`config.mk`:
```
export PLATFORM = sky130hd
export DESIGN_NAME = shift_chain
export DESIGN_NICKNAME = d
export VERILOG_FILES = /design/src/rtl/shift_chain.sv
export SDC_FILE = /design/constraint.sdc
export NUM_CORES = 1
export LEC_CHECK = 0
export BUFFER_PORTS_ARGS = -buffer_cell sky130_fd_sc_hd__buf_2
export CORE_UTILIZATION = 53
export CTS_CLUSTER_DIAMETER = 30
export DETAILED_ROUTE_END_ITERATION = 10
export PLACE_DENSITY = 0.94
export SLEW_MARGIN = 20
export SYNTH_ARGS = -nofsm -noshare
export SYNTH_HDL_FRONTEND = slang
export SYNTH_SLANG_ARGS = --single-unit
```
`constraint.sdc`:
```
create_clock -name i_clock -period 5.4 [get_ports i_clock]
set_clock_uncertainty 0.05 [all_clocks]
set_input_delay 0.27 -clock i_clock [delete_from_list [all_inputs] [get_ports i_clock]]
set_output_delay 0.27 -clock i_clock [all_outputs]
set_load 0.05 [all_outputs]
```
`src/rtl/shift_chain.sv`:
```
// -----------------------------------------------------------------------------
// shift_chain
//
// Bidirectional shift register of DEPTH stages. Each stage holds WIDTH bits of
// data and a valid flag. The chain can shift forward (toward the tail), shift
// backward (toward the head), load all stages at once, or hold.
//
// Optional feature macro: SHIFT_CHAIN_ROTATE_EN
//   When defined, the input i_rotate is added. On a shift with i_rotate=1, the
//   stage falling off the end wraps into the entry stage. When the macro is
//   undefined, the chain behaves as if i_rotate were tied to 0.
//
// Parameters
//   WIDTH  bits per stage (>= 1)
//   DEPTH  number of stages (>= 2)
//
// Ports
//   i_clock      rising-edge clock
//   i_reset_n    asynchronous active-low reset; clears data, valid flags and fill
//   i_enable     0 holds all state, whatever the mode
//   i_mode       00 hold, 01 shift forward, 10 shift backward, 11 parallel load
//   i_data_in    serial word entering stage 0 (forward) or stage DEPTH-1 (backward)
//   i_valid      valid flag travelling with i_data_in
//   i_load_data  parallel load value, stage 0 in bits [WIDTH-1:0]
//   i_tap_sel    stage index presented on o_tap
//   i_rotate     (SHIFT_CHAIN_ROTATE_EN only) wrap the discarded stage around
//   o_head       stage 0 data
//   o_tail       stage DEPTH-1 data
//   o_tap        data of stage i_tap_sel, zero when the index is out of range
//   o_parallel   all stage data, packed as i_load_data
//   o_fill       registered count of valid stages
//   o_full       registered flag, o_fill == DEPTH
// -----------------------------------------------------------------------------
module shift_chain #(
  parameter int WIDTH = 8,
  parameter int DEPTH = 4,
  localparam int TAP_W  = (DEPTH > 2) ? $clog2(DEPTH) : 1,
  localparam int FILL_W = $clog2(DEPTH + 1)
) (
  input  logic                     i_clock,
  input  logic                     i_reset_n,
  input  logic                     i_enable,
  input  logic [1:0]               i_mode,
  input  logic [WIDTH-1:0]         i_data_in,
  input  logic                     i_valid,
  input  logic [WIDTH*DEPTH-1:0]   i_load_data,
  input  logic [TAP_W-1:0]         i_tap_sel,
`ifdef SHIFT_CHAIN_ROTATE_EN
  input  logic                     i_rotate,
`endif
  output logic [WIDTH-1:0]         o_head,
  output logic [WIDTH-1:0]         o_tail,
  output logic [WIDTH-1:0]         o_tap,
  output logic [WIDTH*DEPTH-1:0]   o_parallel,
  output logic [FILL_W-1:0]        o_fill,
  output logic                     o_full
);

  localparam logic [1:0] MODE_HOLD = 2'b00;
  localparam logic [1:0] MODE_FWD  = 2'b01;
  localparam logic [1:0] MODE_BWD  = 2'b10;
  localparam logic [1:0] MODE_LOAD = 2'b11;

  logic [DEPTH-1:0][WIDTH-1:0] stage_data;
  logic [DEPTH-1:0][WIDTH-1:0] data_next;
  logic [DEPTH-1:0]            stage_vld;
  logic [DEPTH-1:0]            vld_next;
  logic [FILL_W-1:0]           fill_q;
  logic [FILL_W-1:0]           fill_next;
  logic                        full_q;
  logic                        rotate;

`ifdef SHIFT_CHAIN_ROTATE_EN
  assign rotate = i_rotate;
`else
  assign rotate = 1'b0;
`endif

  // Population count of the valid flags. Because the fill is recomputed from
  // the flags rather than tracked with increments, it cannot wrap and always
  // agrees with the stages, including the rotate case.
  function automatic logic [FILL_W-1:0] count_valid(input logic [DEPTH-1:0] v);
    logic [FILL_W-1:0] cnt;
    cnt = '0;
    for (int i = 0; i < DEPTH; i++) begin
      cnt = cnt + FILL_W'(v[i]);
    end
    return cnt;
  endfunction

  always_comb begin
    data_next = stage_data;
    vld_next  = stage_vld;
    if (i_enable) begin
      case (i_mode)
        MODE_FWD: begin
          for (int i = 1; i < DEPTH; i++) begin
            data_next[i] = stage_data[i-1];
            vld_next[i]  = stage_vld[i-1];
          end
          data_next[0] = rotate ? stage_data[DEPTH-1] : i_data_in;
          vld_next[0]  = rotate ? stage_vld[DEPTH-1]  : i_valid;
        end
        MODE_BWD: begin
          for (int i = 0; i < DEPTH - 1; i++) begin
            data_next[i] = stage_data[i+1];
            vld_next[i]  = stage_vld[i+1];
          end
          data_next[DEPTH-1] = rotate ? stage_data[0] : i_data_in;
          vld_next[DEPTH-1]  = rotate ? stage_vld[0]  : i_valid;
        end
        MODE_LOAD: begin
          data_next = i_load_data;
          vld_next  = '1;
        end
        MODE_HOLD: begin
        end
        default: begin
        end
      endcase
    end
  end

  assign fill_next = count_valid(vld_next);

  always_ff @(posedge i_clock or negedge i_reset_n) begin
    if (!i_reset_n) begin
      stage_data <= '0;
      stage_vld  <= '0;
      fill_q     <= '0;
      full_q     <= 1'b0;
    end else begin
      stage_data <= data_next;
      stage_vld  <= vld_next;
      fill_q     <= fill_next;
      full_q     <= (fill_next == FILL_W'(DEPTH));
    end
  end

  // Tap select: a compare per stage keeps an out-of-range index from ever
  // addressing past the array; no match leaves the output at zero.
  always_comb begin
    o_tap = '0;
    for (int i = 0; i < DEPTH; i++) begin
      if (i_tap_sel == TAP_W'(i)) begin
        o_tap = stage_data[i];
      end
    end
  end

  assign o_head     = stage_data[0];
  assign o_tail     = stage_data[DEPTH-1];
  assign o_parallel = stage_data;
  assign o_fill     = fill_q;
  assign o_full     = full_q;

endmodule

```
# Yosys cells after proc, flatten, opt, wreduce, memory -nomap -nowiden
# Cells that the tools add are included.
[totals] input_bits=48 n_memories=0 word_cells=27 ff_bits=40 latchBits=0 output_inout_bits=60 ram_bits=0 rom_bits=0
[classes] div_mod_pow=0 multipliers=0 n_bitwise=0 n_eq_ne=7 mux=7 n_reduce_logical=3 shift=0 magnitude_cmp=0 addsub=3
[ops] cell="$pmux W32 S3" n=1
[ops] cell="$mux W8" n=4
[ops] cell="$pmux W4 S3" n=1
[ops] cell="$eq A2 B2 Y1 const B" n=4
[ops] cell="$eq A2 B1 Y1 const B" n=2
[ops] cell="$mux W4" n=1
[ops] cell="$add A2 B1 Y3" n=1
[ops] cell="$add A3 B1 Y3" n=1
[ops] cell="$eq A3 B3 Y1 const B" n=1
[ops] cell="$reduce_bool A3 Y1" n=1
[ops] cell="$add A1 B1 Y2" n=1
[ops] cell="$logic_not A2 Y1" n=1
[ops] cell="$reduce_and A2 Y1" n=1

# Logic depth before layout (Yosys ltp)
# Gate-level depths: netlist of the first run.
[logic_depth] ltp_word=7 mapped_depth=9 ltp_nobuf=7

# Worst setup path before layout of the first run
# No wires, ideal clock.
[synth_timing] kind="input -> register" startpoint="input port i_enable" endpoint="register full_q (netlist: o_full)" stages=8 n_path_buf=2 arrival_time_ns=2.017 slack_ns=3.244 cell_sequence="buf_2 buf_2 a31oi_1 o221a_2 fa_1 ha_1 ha_1 nor3b_1"
[synth_between] elab_chain_cells=5
[synth_rtl] item="from (decl)" line="42" rtl="input logic i_enable,"
[synth_rtl] item="$mux W4" line="94" rtl="if (i_enable) begin"
[synth_rtl] item="via vld_next[0]" line="67" rtl="logic [DEPTH-1:0] vld_next;"
[synth_rtl] item="$add A1 B1 Y2" line="86" rtl="cnt = cnt + FILL_W'(v[i]);"
[synth_rtl] item="$add A2 B1 Y3" line="86"
[synth_rtl] item="$add A3 B1 Y3" line="86"
[synth_rtl] item="via fill_next[1]" line="69" rtl="logic [FILL_W-1:0] fill_next;"
[synth_rtl] item="$eq A3 B3 Y1" line="136" rtl="full_q <= (fill_next == FILL_W'(DEPTH));"
[synth_rtl] item="to (signal assigned)" line="136"
[synth_rtl] item="to (decl)" line="70" rtl="logic full_q;"
# The timed path passes the listed nets, and every way through them passes these cells.
# A chain may end at the register's enable or synchronous reset.

# Final worst setup path of the first run
# Ends and elaborated chain as after synthesis.

==> run metrics, run 1 <==
CTS Buffer Depth 2; Detailed Place HPWL 4390 um; Post-layout nets 368; RSZ-0062 raised after global routing no; crit-path max FO 43; clk slew on worst S/H paths 80 ps; Critical Path AT between 2000 and 3000 ps; pins over their slew limit 0; vias in the first global route 2144; Leakage 1.65 nW; Slowest-stage cell, CP buf_2; unique cell type count in the Yosys netlist 27; placed cell count 377; antenna diode count 0; DRC 0; CP Capture Type flop; Mapped Nets 293; outcome finished, final reports clean; number of iterations in the first detailed-routing pass 4; layout cell share with drive strength beyond 1 approximately 50%; initial antenna violation count 0; Final Worst Setup Slack between 2000 and 3000 ps; maximum VDD drop 0.000267 V; CTS Sinks 40; register bit count reported by yosys 40; cts hold-fix bufs 0; Worst path most repeated cell ha_1; Reg area 1000 um^2; vias post-DR 2242; Power Density 397 nW/um^2; post-synthesis cell area between 2000 and 3000 um^2; crit start category primary input; DRT iter0 DRCs 213; commonest non-fill, non-tap cell in the layout buf_2; CTS Root Cell clkbuf_8; overall routing resource usage 25.0%; Die Y-Extent 73.5 um; leading cell types in the layout, fill and taps excluded 106 x buf_2, 64 x nand2_1, 40 x dfrtp_1; # resized after CTS 0; final hold violation count 0; critical path's largest stage delay roughly 580 ps; crit path kind primary input to flop; WL/cell 17.0 um; post-route ant nets 0; Max Clk Rate between 0.4 and 0.5 GHz; max cap viols 0; fillers 373; total grt overflow 0; H-tree levels 2; dpl ws 2260 ps; final cell count without fillers between 300 and 400; initial core utilization 56.2%; Worst Max-Slew Pin Slew approximately 900 ps; Avg Synthesized Cell Area ~11 um^2; site row count 25; Setup TNS Final 0 ps; CTS tree built; Final min period around 2500 ps; synth-to-layout area growth 15.1%; worst rel slew slack 41.3%; Final Setup Violations 0; CP delay by family, top adder cells; CP bufs+invs 1; Ys Warns 0; WL final 6560 um; die area 5400 um^2; sequential-to-total area share from yosys stat between 30% and 40%; multi-input combinational cell area 1380 um^2; Clock Latency Late Sink 290 ps; Floorplan Core Area 4820 um^2; Chip Width 73.5 um; GPL Wtd Cong between 0.8 and 0.9; required time worst endpoint 5560 ps; Ports 108; port bufs approximately 110; worst path cell trace buf_2 -> nor2b_1 -> a21oi_1 -> o221a_2 -> fa_1 -> ha_1 -> ha_1 -> nor3b_1; type of the worst min-delay path primary input to async pin; first-pass GRT wire length 10200 um; Post-CTS Setup Inserts 0; Cells after Synth 242; share of the clock period used by the worst path after layout a little under half; CTS Buf Count 5; largest net degree at the start of global routing 44; post-DR vias/cell between 5 and 6
==> final timing paths <==
| path | start | end | slack (ps) | depth (start not counted) |
|---|---|---|---|---|
| hold reg to reg | o_head[0] | o_head[0] | 510 | 2 |
| setup reg to reg | stage_vld[2] | o_full | 3210 | 7 |
| min in group i_clock | i_data_in[2] | o_tail[2] | 180 | 3 |
| setup / recovery | i_enable | o_full | 2910 | 8 |
| max in group asynchronous | i_reset_n | stage_vld[1] | 4710 | 1 |
| hold / removal | i_reset_n | o_head[1] | 40 | 1 |
==> cell type report <==
type,instances,share of cell area [%]
repair buffers,108,17.5
clock buffers,6,2.65
well taps,67,2.69
flip-flops and latches,40,32.1
multi-input cells,159,44.2
clock inverters,2,0.482
inverters,3,0.361
==> through the flow <==
| step | hold slack [ps] | util (%) | power [W] | instance area (um^2) |
|---|---|---|---|---|
| floorplan | -75.6 | - | 0.000917 | 2710 |
| finish | 40.6 | 64.7 | 0.00124 | 3120 |
| detailed placement | 384 | 62.6 | 0.00103 | 3010 |
| global route | 106 | 64.7 | 0.00130 | 3120 |
| global placement | 376 | 62.6 | 0.00102 | 3010 |
| CTS | 62.8 | 64.6 | 0.00124 | 3110 |
==> cell usage after synthesis <==
cell type / n / area, um^2
buf_12: 3 / 60.1
a22o_1: 1 / 8.76
clkbuf_1: 2 / 7.51
inv_1: 3 / 11.3
fa_1: 1 / 20.0
nor3b_1: 1 / 7.51
o21ai_2: 1 / 8.76
buf_4: 18 / 135
buf_2: 12 / 60.1
dfrtp_1: 40 / 1000
nor2_1: 3 / 11.3
nand3b_1: 1 / 7.51
nor2b_4: 1 / 13.8
mux2_4: 31 / 465
nand4bb_1: 1 / 11.3
a21oi_1: 2 / 10.0
ha_1: 2 / 25.0
a32oi_1: 32 / 280
o221a_2: 3 / 33.8
and2_1: 1 / 6.26
buf_6: 5 / 56.3
nor2b_1: 2 / 12.5
a31oi_1: 2 / 12.5
nand2_1: 64 / 240
mux4_2: 8 / 180
nand4b_1: 1 / 8.76
mux2_1: 1 / 11.3
==> logic make-up (layout without fill, tap and decap cells) <==
| logic type | count (synthesis) | after routing | synth area share, % |
|---|---|---|---|
| AO/OA/AOI/OAI | 41 | 41 | 13.1 |
| flip-flops | 40 | 40 | 37.0 |
| multiplexers | 40 | 40 | 24.3 |
| AND/OR/NAND/NOR | 75 | 75 | 11.8 |
| buffers and inverters | 43 | 119 | 12.2 |
| adder cells (fa/ha/maj) | 3 | 3 | 1.66 |
==> report_power, final <==
group | leakage (nW) | switching [W] | internal (W) | total (W)
combinational | 1.11 | 0.000434 | 0.000170 | 0.000603
sequential | 0.493 | 0.0000645 | 0.000358 | 0.000423
clock | 0.0434 | 0.000109 | 0.000103 | 0.000212
==> registers in the layout, indices dropped and copies added, names as in the netlist <==
signal and flops:
o_fill 3, o_head 8, o_tail 8, stage_vld 4
o_parallel 16, o_full 1
==> layer usage <==
metal  vias to the layer above  GRT usage [%]  share of wire, %
met5                         -              0                 0
met4                         0           11.1               2.5
met3                        17           6.31               8.4
met2                       122           37.1                45
met1                      1082           34.7                44
li1                       1021              -                 -
No activity file was read; power rests on OpenSTA's default activity.
==> run 2: changes to the inputs <==
- ABC_AREA: unset -> 1
- CORE_UTILIZATION: 53 -> 49
- PLACE_DENSITY: 0.94 -> 0.89
- clock period: 5.4 -> 2.39 ns (I/O delays scaled with it)
==> run metrics, run 2 <==
outcome finished, final reports clean; Post-layout nets 518; r2r startpoint stage_vld[2]; top_reg_cell synth dfrtp_1; sequential-to-total area share from yosys stat 37.9%; # resized after CTS 0; GPL Wtd Cong ~0.8; design area 3120 um^2; initial antenna violation count 0; Psw 0.00134 W; crit start category flop; H-tree levels 2; Max Clk Rate 0.496 GHz; Setup TNS Final 0 ps; Worst path most repeated cell ha_1; Ys Warns 0; clk slew on worst S/H paths 70 ps; WL final 7710 um; overall routing resource usage 27.6%; pins over their slew limit 0; Net Sw Frac 51.0%; CTS tree built; unique cell type count in the Yosys netlist 17; Critical Path AT approximately 2200 ps; first-pass GRT wire length about 12000 um; max cap viols 0; crit-path max FO 2; Worst Max-Slew Pin Slew 910 ps; main area contributors after synthesis dfrtp_1 38%, nand2_1 24%, nand3_1 19%, buf_4 5.7%, buf_2 2.8%; R2R Setup Slk 370 ps; leading cell types in the layout, fill and taps excluded 169 x nand2_1, 107 x buf_2, 100 x nand3_1; cell taking the most area after synthesis dfrtp_1; max reg flops 16; most frequent cell after synthesis nand2_1; total grt overflow 0; vias post-DR 2924; critical path's largest stage delay 450 ps; ys async rst share between 90% and 100%; Final min period 2020 ps; EDFF count, synth 0; CTS Root Cell clkbuf_8; CP delay by family, top adder cells; most frequent cells after synthesis 169 x nand2_1, 100 x nand3_1, 40 x dfrtp_1; die area roughly 5700 um^2; RSZ-0062 raised after global routing no; DRT iter0 DRCs around 240; vias in the first global route 2501; layout cell share with drive strength beyond 1 26.8%; Logic pwr share 47.7%; internal power around 0.0013 W; type of the worst min-delay path primary input to flop; CP endpoint o_full; beginning of the critical path stage_vld[2]; maximum VDD drop 0.000678 V; Crit. path cell count 8; DRC 0; multi-input combinational cell area 1320 um^2; Avg Synthesized Cell Area 6.86 um^2; post-DR vias/cell 5.45; CTS Buf Count 5; CP bufs+invs 1; CP Capture Type flop; crit path kind flop to flop; worst path cell trace inv_1 -> nand3_1 -> nand2_1 -> a21oi_1 -> fa_1 -> ha_1 -> ha_1 -> nor3b_1; Slowest-stage cell, CP fa_1; share of the synthesized area in the top cell type 37.9%; Die Y-Extent 75.4 um; largest net degree at the start of global routing 60; required time worst endpoint approximately 2500 ps; CTS Sinks 40; CTS Buffer Depth 2; Chip Width 75.4 um; Detailed Place HPWL 5370 um; Floorplan Core Area just over 5000 um^2; antenna diode count 0; final hold violation count 0; Clock Latency Late Sink 290 ps; fillers 503; worst rel slew slack 39.3%; Mapped Nets about 440; post-route ant nets 0; Final Core Density 60.8%; number of iterations in the first detailed-routing pass 5; Final Setup Violations 0; commonest non-fill, non-tap cell in the layout nand2_1; DP Area a little over 3000 um^2; Power Density 839 nW/um^2; Cells after Synth 385; Ports approximately 110; Leakage 1.79 nW; synth-to-layout area growth 18.2%; R2R depth 8; port bufs 107; WL/cell 14.4 um; sequential power share between 30% and 40%; reg-to-reg endpoint o_full; Reg area about 1000 um^2; initial core utilization 51.4%; share of the clock period used by the worst path after layout 84.4%; register bit count reported by yosys 40; Clk pwr share 16.3%; site row count 26; post-synthesis cell area 2640 um^2
run 2: worst register-to-register path: stages, from the launching register on:
cell and delay, ps:
dfrtp_1 360, inv_1 70, nand3_1 80, nand2_1 60, a21oi_1 200, fa_1 460
ha_1 200, ha_1 290, nor3b_1 180
run 2: worst min-delay path by stage:
stage                         start             end  depth (start not counted)
final                      i_enable    stage_vld[2]                          2
after global routing       i_enable    stage_vld[1]                          2
after CTS                  i_enable    stage_vld[2]                          2
after detailed placement  i_reset_n  o_parallel[11]                          1
after global placement    i_reset_n  o_parallel[11]                          1
after floorplan           i_reset_n       o_fill[0]                          0
run 2: cells by family after synthesis:
logic type | synth area share [%]
AND/OR/NAND/NOR | 47.3
buffers and inverters | 12.3
flip-flops | 37.9
AO/OA/AOI/OAI | 0.758
adder cells (fa/ha/maj) | 1.71
run 2: power groups by stage:
stage | sequential [W] | clock [W] | combinational [W]
floorplan | 0.00132 | 0 | 0.000609
detailed placement | 0.000953 | 0 | 0.00125
finish | 0.000945 | 0.000426 | 0.00125
CTS | 0.000940 | 0.000442 | 0.00125
global placement | 0.000950 | 0 | 0.00123
global route | 0.000959 | 0.000466 | 0.00134
run 2: area by class of cell:
class                           instances  share of cell area, %
Clock buffer                            6                   2.32
Clock inverter                          1                  0.160
Inverter                               11                   1.40
Multi-Input combinational cell        294                   42.1
Sequential cell                        40                   32.1
Tap cell                               70                   2.80
Timing Repair Buffer                  115                   19.2
run 2: per-stage QoR:
| step | setup WS, ps | total power, W | instances | hold slack (ps) |
|---|---|---|---|---|
| after floorplan | 380 | 0.00193 | 385 | -226 |
| after CTS | 373 | 0.00263 | 537 | 11.9 |
| final | 373 | 0.00262 | 537 | 18.4 |
| after global routing | 287 | 0.00277 | 537 | 20.5 |
| after global placement | 374 | 0.00218 | 529 | 234 |
| after detailed placement | 301 | 0.00220 | 529 | 251 |
run 2: metal layers:
metal  GRT usage, %  wire length (um)  up-vias  share of wire [%]
met5              0                 0        -                  0
met4           5.97               102        0                1.3
met3           5.69               729       11                9.5
met2           47.7              3700      159                 48
met1           36.0              3180     1353                 41
li1               -                 -     1401                  -
run 2: what timing repair did:
item                                    CTS  global route
setup buffers                             0             0
endpoints found under the hold margin    40             0
endpoints found under the setup margin    0             0
hold buffers                              1             0
==> run 3: changes to the inputs <==
- CORE_UTILIZATION: 49 -> 44
- PLACE_DENSITY: 0.89 -> 0.85
- clock period: 2.39 -> 1.6 ns (I/O delays scaled with it)
==> run metrics, run 3 (synthesis gave the netlist of run 2 again) <==
CTS tree built; Clock Latency Late Sink 300 ps; CTS Root Cell clkbuf_8; Final Setup Violations 4; leading cell types in the layout, fill and taps excluded 165 x nand2_1, 107 x buf_2, 98 x nand3_1; dpl ws -246 ps; Final Worst Setup Slack -263 ps; DRT iter0 DRCs 222; Psw approximately 0.002 W; GPL Wtd Cong 0.890; post-route ant nets 0; DRC 0; Ports 108; beginning of the critical path stage_vld[1]; antenna diode count 0; final hold violation count 0; max cap viols 0; vias in the first global route 2821; Clk pwr share between 10% and 20%; Floorplan Core Area approximately 5600 um^2; crit-path max FO 2; R2R Setup Slk -260 ps; r2r startpoint stage_vld[1]; WL final 8060 um; Leakage roughly 1.9 nW; Worst path most repeated cell ha_4; Post-layout nets 534; vias post-DR roughly 3000; Critical Path AT 2040 ps; RSZ-0062 raised after global routing yes; crit path kind flop to flop; Hold WS 53.2 ps; Max Clk Rate about 0.54 GHz; Worst Max-Slew Pin Slew ~460 ps; site row count 27; max reg flops 16; H-tree levels 2; internal power 0.00218 W; overall routing resource usage between 20% and 30%; Final min period 1860 ps; CTS Buffer Depth 2; multi-input combinational cell area roughly 1400 um^2; reg-to-reg endpoint o_full; DP Area roughly 3200 um^2; commonest non-fill, non-tap cell in the layout nand2_1; fillers 521; outcome finished with violations; initial antenna violation count 0; maximum VDD drop approximately 0.00089 V; number of iterations in the first detailed-routing pass 5; Hold Path End o_head[3]; Slowest-stage cell, CP fa_1; layout cell share with drive strength beyond 1 32.2%; worst path cell trace nor2_1 -> a21oi_4 -> fa_1 -> ha_4 -> ha_4 -> nor3b_2; Net Sw Frac 48.6%; pins over their slew limit 0; Logic pwr share 47.2%; Chip Width between 70 and 80 um; Die Y-Extent 79.5 um; first-pass GRT wire length 13100 um; worst rel slew slack 69.4%; R2R depth 6; Power Density 1260 nW/um^2; CTS Sinks 40; die area 6320 um^2; initial core utilization a little under half; port bufs ~110; CP delay by family, top adder cells; synth-to-layout area growth 27.1%; total grt overflow 0; critical path's largest stage delay roughly 500 ps; post-DR vias/cell 5.41; min-delay src i_load_data[3]; sequential power share 33.4%; WL/cell 14.5 um; CP bufs+invs 0; largest net degree at the start of global routing 34; type of the worst min-delay path primary input to flop; failing checks setup timing; Detailed Place HPWL 5710 um; Setup TNS Final -542 ps; required time worst endpoint 1770 ps; crit start category flop; share of the clock period used by the worst path after layout 116%; Reg area 1000 um^2; design area roughly 3400 um^2; CP Capture Type flop; CTS Buf Count 5; clk slew on worst S/H paths approximately 90 ps; hold depth 5
run 3: cell types whose count changed in the layout (fill, tap and decap cells not counted), moves of 3 or more:
cell,delta
nand2_1,-4
nand2_2,+4
a21oi_1,-3
buf_4,+15
run 3: metal layers:
metal | global-route usage, % | up-vias | part of all wire (%)
met1 | 33.4 | 1407 | 41
met5 | 0 | - | 0
met2 | 44.9 | 154 | 49
met4 | 7.27 | 0 | 1.2
met3 | 6.06 | 12 | 8.5
li1 | - | 1433 | -
run 3: worst max path at each step:
stage / to / cells after the start
5_1_grt: o_full / 6
6_report: o_full / 6
4_1_cts: o_full / 8
2_1_floorplan: o_full / 11
3_3_place_gp: o_full / 10
3_5_place_dp: o_full / 10
run 3: through the flow:
stage                     cells  util (%)  total power [W]
after floorplan             385         -          0.00295
after global placement      543      56.4          0.00335
after detailed placement    543      56.4          0.00339
after CTS                   554      58.8          0.00422
after global routing        556      59.5          0.00446
final                       556      59.5          0.00424
run 3: layout make-up:
| cell class | instances | area share [%] |
|---|---|---|
| multi-input combinational | 294 | 41.2 |
| sequential | 40 | 29.8 |
| timing repair buffer | 131 | 21.8 |
| tap | 72 | 2.68 |
| clock buffer | 6 | 2.16 |
| inverter | 11 | 1.30 |
| clock inverter | 2 | 1.04 |
run 3: power by group through the flow:
| stage | logic [W] | clock network [W] | registers (W) |
|---|---|---|---|
| floorplan | 0.000979 | 0 | 0.00197 |
| global placement | 0.00194 | 0 | 0.00142 |
| detailed placement | 0.00196 | 0 | 0.00142 |
| CTS | 0.00198 | 0.000833 | 0.00141 |
| global route | 0.00214 | 0.000881 | 0.00144 |
| finish | 0.00200 | 0.000821 | 0.00141 |
run 3: worst min-delay path, delay by kind of cell:
kind | cells | cell delay (ps)
simple gates | 4 | 230
buf+inv | 1 | 80
run 3: timing repair:
action / in CTS / in global routing
resized for setup: 1 / 7
setup buffers: 2 / 2
gates cloned: 0 / 0
hold buffers: 1 / 0
setup endpoints to repair: 4 / 4
pin swaps: 7 / 4
endpoints found under the hold margin: 18 / 0
